## src/rtl/mole_round_scheduler.sv

```systemverilog
// mole_round_scheduler
// Game phase sequencer for whac-a-mole: derives a 1 ms tick from the system
// clock, counts down the overall game time, and alternates mole-down and
// mole-up phases. A spawn pulse tells the mole generator to load new
// positions at the start of every up-window. The up-window shrinks as the
// level rises, down to a floor.

module mole_round_scheduler #(
    parameter int CLKS_PER_MS      = 50000,
    parameter int GAME_MS          = 20000,
    parameter int MOLE_UP_MS       = 1000,
    parameter int MOLE_DOWN_MS     = 500,
    parameter int MIN_UP_MS        = 300,
    parameter int STEP_MS          = 100,
    parameter int ROUNDS_PER_LEVEL = 5,
    parameter int MAX_LEVEL        = 7
) (
    input  logic                               clk,
    input  logic                               reset,
    input  logic                               start,
    input  logic                               all_hit,
    output logic                               spawn,
    output logic                               mole_up_window,
    output logic                               game_in_progress,
    output logic                               game_over,
    output logic [$clog2(GAME_MS+1)-1:0]       time_left_ms,
    output logic [$clog2(MAX_LEVEL+1)-1:0]     level,
    output logic [7:0]                         round_count
);

    localparam int TIME_W    = $clog2(GAME_MS + 1);
    localparam int LEVEL_W   = $clog2(MAX_LEVEL + 1);
    localparam int PRE_W     = (CLKS_PER_MS > 1) ? $clog2(CLKS_PER_MS) : 1;
    localparam int PHASE_M1  = (MOLE_UP_MS > MOLE_DOWN_MS) ? MOLE_UP_MS : MOLE_DOWN_MS;
    localparam int PHASE_MAX = (PHASE_M1 > MIN_UP_MS) ? PHASE_M1 : MIN_UP_MS;
    localparam int PHASE_W   = $clog2(PHASE_MAX + 1);

    localparam logic [PRE_W-1:0]   PRE_LAST   = PRE_W'(CLKS_PER_MS - 1);
    localparam logic [PHASE_W-1:0] PHASE_DOWN = PHASE_W'(MOLE_DOWN_MS);
    localparam logic [PHASE_W-1:0] PHASE_ONE  = PHASE_W'(1);
    localparam logic [TIME_W-1:0]  TIME_FULL  = TIME_W'(GAME_MS);
    localparam logic [TIME_W-1:0]  TIME_ONE   = TIME_W'(1);
    localparam logic [LEVEL_W-1:0] LEVEL_MAX  = LEVEL_W'(MAX_LEVEL);
    localparam logic [LEVEL_W-1:0] LEVEL_ONE  = LEVEL_W'(1);
    localparam logic [31:0]        STEP_U     = 32'(STEP_MS);
    localparam logic [31:0]        MIN_UP_U   = 32'(MIN_UP_MS);
    localparam logic [31:0]        MOLE_UP_U  = 32'(MOLE_UP_MS);
    localparam logic [31:0]        RPL_U      = 32'(ROUNDS_PER_LEVEL);

    typedef enum logic [1:0] {
        ST_IDLE = 2'd0,
        ST_DOWN = 2'd1,
        ST_UP   = 2'd2,
        ST_OVER = 2'd3
    } state_t;

    state_t               state_r, state_s;
    logic [PRE_W-1:0]     pre_r, pre_s;
    logic [PHASE_W-1:0]   phase_r, phase_s;
    logic [TIME_W-1:0]    time_r, time_s;
    logic [LEVEL_W-1:0]   level_r, level_s;
    logic [7:0]           round_r, round_s;
    logic                 spawn_r, spawn_s;

    logic                 running_s;
    logic                 ms_tick_s;
    logic                 phase_end_s;
    logic                 time_end_s;
    logic [7:0]           round_inc_s;
    logic                 level_bump_s;

    // Up-window length for a level; the comparison is arranged so that the
    // subtraction only happens when it cannot go below the floor.
    function automatic logic [PHASE_W-1:0] up_len_f(input logic [LEVEL_W-1:0] lvl);
        logic [31:0] cut;
        cut = 32'(lvl) * STEP_U;
        if ((cut + MIN_UP_U) >= MOLE_UP_U) begin
            up_len_f = PHASE_W'(MIN_UP_U);
        end else begin
            up_len_f = PHASE_W'(MOLE_UP_U - cut);
        end
    endfunction

    // Tick and end-of-phase/end-of-game qualifiers plus round/level bookkeeping.
    always_comb begin
        running_s    = (state_r == ST_DOWN) || (state_r == ST_UP);
        ms_tick_s    = running_s && (pre_r == PRE_LAST);
        phase_end_s  = ms_tick_s && (phase_r == PHASE_ONE);
        time_end_s   = ms_tick_s && (time_r == TIME_ONE);
        round_inc_s  = (round_r == 8'hFF) ? round_r : (round_r + 8'd1);
        level_bump_s = (round_r != 8'hFF) && ((({24'd0, round_inc_s}) % RPL_U) == 32'd0);
    end

    // Next-state and datapath update; game-over outranks any phase change.
    always_comb begin
        state_s = state_r;
        pre_s   = pre_r;
        phase_s = phase_r;
        time_s  = time_r;
        level_s = level_r;
        round_s = round_r;
        spawn_s = 1'b0;
        case (state_r)
            ST_IDLE, ST_OVER: begin
                if (start) begin
                    state_s = ST_DOWN;
                    pre_s   = '0;
                    phase_s = PHASE_DOWN;
                    time_s  = TIME_FULL;
                    level_s = '0;
                    round_s = 8'd0;
                end else begin
                    state_s = state_r;
                end
            end
            ST_DOWN, ST_UP: begin
                if (ms_tick_s) begin
                    pre_s   = '0;
                    phase_s = (phase_r == '0) ? phase_r : (phase_r - PHASE_ONE);
                    time_s  = (time_r == '0) ? time_r : (time_r - TIME_ONE);
                end else begin
                    pre_s   = pre_r + PRE_W'(1);
                end
                if (time_end_s) begin
                    state_s = ST_OVER;
                    time_s  = '0;
                end else if ((state_r == ST_DOWN) && phase_end_s) begin
                    state_s = ST_UP;
                    phase_s = up_len_f(level_r);
                    spawn_s = 1'b1;
                end else if ((state_r == ST_UP) && (phase_end_s || all_hit)) begin
                    state_s = ST_DOWN;
                    phase_s = PHASE_DOWN;
                    round_s = round_inc_s;
                    if (level_bump_s && (level_r != LEVEL_MAX)) begin
                        level_s = level_r + LEVEL_ONE;
                    end else begin
                        level_s = level_r;
                    end
                end else begin
                    state_s = state_r;
                end
            end
            default: begin
                state_s = ST_IDLE;
            end
        endcase
    end

    // State and datapath registers; reset returns to IDLE with all outputs low.
    always_ff @(posedge clk or posedge reset) begin
        if (reset) begin
            state_r <= ST_IDLE;
            pre_r   <= '0;
            phase_r <= '0;
            time_r  <= '0;
            level_r <= '0;
            round_r <= 8'd0;
            spawn_r <= 1'b0;
        end else begin
            state_r <= state_s;
            pre_r   <= pre_s;
            phase_r <= phase_s;
            time_r  <= time_s;
            level_r <= level_s;
            round_r <= round_s;
            spawn_r <= spawn_s;
        end
    end

    assign spawn            = spawn_r;
    assign mole_up_window   = (state_r == ST_UP);
    assign game_in_progress = (state_r == ST_DOWN) || (state_r == ST_UP);
    assign game_over        = (state_r == ST_OVER);
    assign time_left_ms     = time_r;
    assign level            = level_r;
    assign round_count      = round_r;

endmodule

```

## config.mk

```make
export PLATFORM = sky130hd
export DESIGN_NAME = mole_round_scheduler
export DESIGN_NICKNAME = d
export VERILOG_FILES = /design/src/rtl/mole_round_scheduler.sv
export SDC_FILE = /design/constraint.sdc
export NUM_CORES = 1
export LEC_CHECK = 0
export ABC_CLOCK_PERIOD_IN_PS = 6740
export BUFFER_PORTS_ARGS = -buffer_cell sky130_fd_sc_hd__buf_2
export CORE_AREA = 5 5 131 133
export DETAILED_ROUTE_END_ITERATION = 7
export DIE_AREA = 0 0 136 138
export HOLD_SLACK_MARGIN = 0.03
export SYNTH_ARGS = -nofsm -noshare
export SYNTH_HDL_FRONTEND = slang
export SYNTH_SLANG_ARGS = --single-unit
```

## constraint.sdc

```tcl
create_clock -name clk -period 6.74 [get_ports clk]
set_input_delay 1.348 -clock clk [delete_from_list [all_inputs] [get_ports clk]]
set_output_delay 1.348 -clock clk [all_outputs]
set_load 0.01 [all_outputs]
```

-- After elaboration in Yosys (flattened, before gate mapping)
Index checks and enable logic that the tools add are counted.
Widths: inputs -> output; s select.
- register bits: 55
- input port bits: 4
- output and inout bits: 30
- word-level logic and storage cells: 89
- add/sub/neg operators: 7
- multipliers: 1
- divide/modulo/power cells: 1
- $lt $le $gt $ge: 1
- equal/unequal tests: 17
- mux-type cells: 36
- reduce and logical (&&, ||, !) cells: 19
- operators with widths (kind ; count):
    $mux 10 ; 7
    $mux 15 ; 4
    $mux 8 ; 5
    $logic_not 32->1 ; 1
    $mod 8x3->32 const B ; 1
    $mux 16 ; 2
    $pmux 16 s2 ; 1
    $pmux 15 s2 ; 1
    $pmux 10 s2 ; 1
    $add 16x1->16 const B ; 1
    $eq 16x16->1 const B ; 1
    $pmux 8 s2 ; 1
    $eq 15x1->1 const B ; 1
    $logic_not 15->1 ; 1
    $mux 3 ; 5
    $sub 15x1->15 const B ; 1
    $add 10x9->11 const B ; 1
    $ge 11x10->1 const B ; 1
    $eq 10x1->1 const B ; 1
    $logic_not 10->1 ; 1
    $ne 2x2->1 const B ; 5
    $sub 10x1->10 const B ; 1
    $sub 10x10->10 const A ; 1
    $ne 3x3->1 const B ; 3
    20 further kinds ; 34

-- Depth between registers and ports, before layout
- word-level depth: 11
- depth in mapped cells: 32
- mapped depth without buffers: 30

-- Worst setup path before layout
No wires, ideal clock.
- kind: reg-to-reg
- start: reg round_r[1] (netlist: round_count[1])
- end: reg level_r[0] (netlist: level[0])
- library setup time: 0.120 ns
- data arrival time: 6.392 ns
- required time: 6.620 ns
- path slack: 0.228 ns
- stages on the path, launching flop included: 30
- path buffers: 1
- clock period less this slack: 6.512 ns
- cells stage by stage: dfrtp_1 -> ha_1 -> buf_2 -> and3_1 -> nand3_1 -> o21a_1 -> inv_1 -> ha_1 -> inv_1 -> nand2_1 -> ha_1 -> inv_1 -> or4_1 -> nand3_1 -> o41a_4 -> or3_4 -> o211a_2 -> a22oi_2 -> ha_1 -> a2111oi_0 -> and4_1 -> o32ai_1 -> o2111a_1 -> o311ai_2 -> or3_4 -> nor4_4 -> nand2_1 -> a221o_1 -> or2_1 -> a31o_1
- word-level cells in the longest chain between the ends: 8
- elaborated cells on any way between the ends: 10
- classes of those cells: add/sub (1); div (1); eq/ne (3); mux (1); reduce/logical (4)
- ends and longest elaborated chain (item ; RTL line ; source):
    start: declaration ; 62 ; logic [7:0] round_r, round_s;
    start signal: assignment ; 166 ; round_r <= round_s;
    $add 8x1->8 or $eq 8x8->1 (tied branches) ; 90 ; round_inc_s = (round_r == 8'hFF) ? round_r : (round_r + 8'd1);
    $mux 8 ; 90 ;
    $mod 8x3->32 ; 91 ; level_bump_s = (round_r != 8'hFF) && ((({24'd0, round_inc_s}) % RPL_U) == 32'd0);
    $logic_not 32->1 ; 91 ;
    $logic_and 1x1->1 (*) ; 91 ;
    $logic_and 1x1->1 (*) ; 135 ; if (level_bump_s && (level_r != LEVEL_MAX)) begin
    $ne 2x2->1 (no source line) (*) ; n/a ;
    $reduce_and 5->1 (no source line) (*) ; n/a ;
    end signal: assignment ; 165 ; level_r <= level_s;
    end: declaration ; 61 ; logic [LEVEL_W-1:0] level_r, level_s;
Mark *: on every way between the ends. The rest lies on a longest branch, timed or not.
A chain may end at the register's enable or synchronous reset.

-- Worst setup path after layout
- start: reg round_r[0] (netlist: round_count[0])
- end: reg level_r[0] (netlist: level[0])
The elaborated chain is that of the path after synthesis.

==> impl_metrics.toml <==
[worst_setup_path]
reg2reg_slack_ns = 0.33
crit_end = "level[0]$_DFFE_PP0P_"
critPathArrivalTime_ns = 6.59
r2r_end = "level[0]$_DFFE_PP0P_"
startpoint = "round_count[0]$_DFFE_PP0P_"
end_kind = "flip-flop"
path_max_fanout = 6
crit_top_cell = "inv_1"
r2r.worst_path.cells = 28
r2r-start = "round_count[0]$_DFFE_PP0P_"
startpoint_type = "flip-flop"
crit_path_top_delay_cell = "o41a_4"
worstSetupPathType = "reg -> reg"
required_ns = 6.92
max_stage_delay_ns = 0.52

[sta]
timing.setup.tns_ns = 0
finalSetupViolCount = 0
maxSlewHeadroom = 0.274
final_max_slew_viol_count = 0
worst_pin_slew_ns = 1.08
fin_crit_sh = 0.951
fin_ws_ns = 0.330
hold_viol = 0
min_period_ns = 6.41
clock_skew_ns = 0.00655
fmaxAchievable_ghz = 0.156

[yosys]
ys_warn_count = 0
synth_edf_count = 0
yosys.area.top_type_share = 0.254
netlist_instances = 687
yosysSeqAreaShare = 0.254
ys.flop_type = "dfrtp_1"
avgSynthCellArea_sq_um = 7.89
syn_nets = 719
syn_area_sq_um = 5420
synthArstFlopShare = 1.00
ys_seq_elements = 55
synthTopCellsByArea = "dfrtp_1, ha_1, nand2_1, nor2_1, o21ai_0"
ys_types = 91
synth_area_leader_cell = "dfrtp_1"

[global_route]
grt_pass1_vias = 5034
antenna_found_initial = 0
gr-total-overflow = 0
grt_max_degree = 56
grt_pass1_wl_um = 25000
grt.total_usage = 0.156

[placement]
port_buffers = 33
placed_cells = 932
placed_area_sq_um = 5920
dpl.hpwl_um = 11300
gp_congestion = 0.893
pre_cts_slack_ns = 0.0411

[cells_and_area]
instances_no_fill = 946
ff_latch_area_sq_um = 1380
nNetsFinal = 761
fill_cells = 1586
syn2layout_area_growth_pct = 15.1
diodes = 0
post-route-util = 0.397
final_area_sq_um = 6240
drive_gt1_frac = 0.173
multi_input_area_sq_um = 3860

[job]
maxCapViolCount = 0

[status]
outcome = "finished clean"

[detailed_routing]
antenna_left = 0
wl_per_cell_um = 16.0
viasPerCell = 5.74
drc = 0
vias = 5427
wl_um = 15100
first_pass_iters = 5
drt_iter0_drc = 502

[floorplanning]
placementRows = 46
ios = 34
die_w_um = 136
core_sq_um = 15700
die_area_sq_um = 18800
initial_utilization = 0.345
chipHeight_um = 138

[cts]
cts_hold_buf = 0
path_clk_slew_ns = 0.07
worstSkewPairLatency_ns = 0.29
cts_made_buffers = 5
clockBufferDepth = 2
cts-root-buf = "clkbuf_16"
clock-sinks = 55
cts_max_level = 2
cts_tree = "built"

[power_and_ir_drop]
intPower_w = 0.000866
powerDensity_nw_per_um2 = 237
leakagePower_nw = 2.58
netSwitchingPower_w = 0.000609
p_clk_frac = 0.205
p_seq_frac = 0.338
p_sw_frac = 0.413
irDropWorstVdd_uv = 221
comb_power_share = 0.457

[hold_path]
min_path_type = "reg -> reg"
cells in the final DEF (no fill, tap or decap), drive strengths merged, types with 12 or more instances in the layout:
master  Yosys  layout
nor4       12      12
a21oi      39      39
xnor2      18      18
nor3       27      27
buf        14      67
o21ai      50      50
nand2      69      69
o211ai     13      13
and3       17      17
nand3      32      32
inv        31      31
ha         28      28
or3        13      13
nor2       67      67
dfrtp      55      55
power by group through the flow:
stage / logic [W] / clock network, W / registers (W)
after global routing: 0.000749 / 0.000325 / 0.000513
after global placement: 0.000617 / 0 / 0.000502
after detailed placement: 0.000620 / 0 / 0.000502
after CTS: 0.000623 / 0.000310 / 0.000498
final: 0.000674 / 0.000302 / 0.000498
after floorplan: 0.000431 / 0 / 0.000501
worst min path at each step:
stage | start | end | cells past startpoint
floorplan | phase_r[1]$_DFFE_PP0P_ | phase_r[1]$_DFFE_PP0P_ | 2
global placement | phase_r[1]$_DFFE_PP0P_ | phase_r[1]$_DFFE_PP0P_ | 2
detailed placement | phase_r[1]$_DFFE_PP0P_ | phase_r[1]$_DFFE_PP0P_ | 2
CTS | phase_r[1]$_DFFE_PP0P_ | phase_r[1]$_DFFE_PP0P_ | 2
global route | phase_r[1]$_DFFE_PP0P_ | phase_r[1]$_DFFE_PP0P_ | 2
finish | phase_r[1]$_DFFE_PP0P_ | phase_r[1]$_DFFE_PP0P_ | 2
sequential cells by signal, indices dropped and copies added, names as in the netlist:
name,cells
round_count,8
pre_r,16
phase_r,10
time_left_ms,15
spawn,1
level,3
state_r,2
timing repair:
item,in CTS,in global routing
setup buffers,0,6
hold endpoints to repair,0,0
resized for setup,0,17
setup endpoints to repair,0,3
cell usage after synthesis (all sizes together), types with 6 or more instances:
library cell / number
a21oi: 39
or2: 6
nand3: 32
buf: 14
o22ai: 9
clkbuf: 18
nor3: 27
nand4: 10
xor2: 7
o31ai: 11
nand2: 69
o211ai: 13
inv: 31
nor2: 67
a31oi: 11
and2: 10
ha: 28
and3: 17
o21ai: 50
xnor2: 18
dfrtp: 55
a211oi: 7
nor4: 12
or3: 13
o21a: 6
kinds of logic after synthesis:
kind of cell,count (synthesis),share of synthesized area
AO/OA/AOI/OAI,223,0.301
XOR/XNOR,25,0.0432
adder cells (fa/ha/maj),28,0.0646
buffers and inverters,63,0.0492
flip-flops,55,0.254
multiplexers,8,0.0162
AND/OR/NAND/NOR,285,0.271
per-layer routing:
metal | up-vias | track usage | routed length (um)
li1 | 2678 | - | -
met1 | 2576 | 0.221 | 7020
met2 | 163 | 0.259 | 7250
met3 | 10 | 0.0185 | 747
met4 | 0 | 0.0276 | 123
met5 | - | 0 | 0
area by class of cell:
| class | instances | share of cell area |
|---|---|---|
| clock buffer | 6 | 0.0223 |
| clock inverter | 2 | 0.00562 |
| inverter | 31 | 0.0187 |
| multi-input combinational | 569 | 0.619 |
| sequential | 55 | 0.221 |
| tap | 216 | 0.0433 |
| timing repair buffer | 67 | 0.0700 |
critical path, delay by kind of cell, from the launching register on:
family / cells / cell delay, ns
buffers and inverters: 3 / 0.23
AOI/OAI and AO/OA: 10 / 2.35
adders and majority gates: 4 / 0.93
DFF: 1 / 0.44
and+or+nand+nor: 11 / 2.35
per-stage QoR:
stage,total power (W),hold WS [ns]
2_1_floorplan,0.000933,0.472
3_3_place_gp,0.00112,0.508
3_5_place_dp,0.00112,0.506
4_1_cts,0.00143,0.523
5_1_grt,0.00159,0.535
6_report,0.00148,0.520
Note: power is estimated with default switching activity, not from simulation.
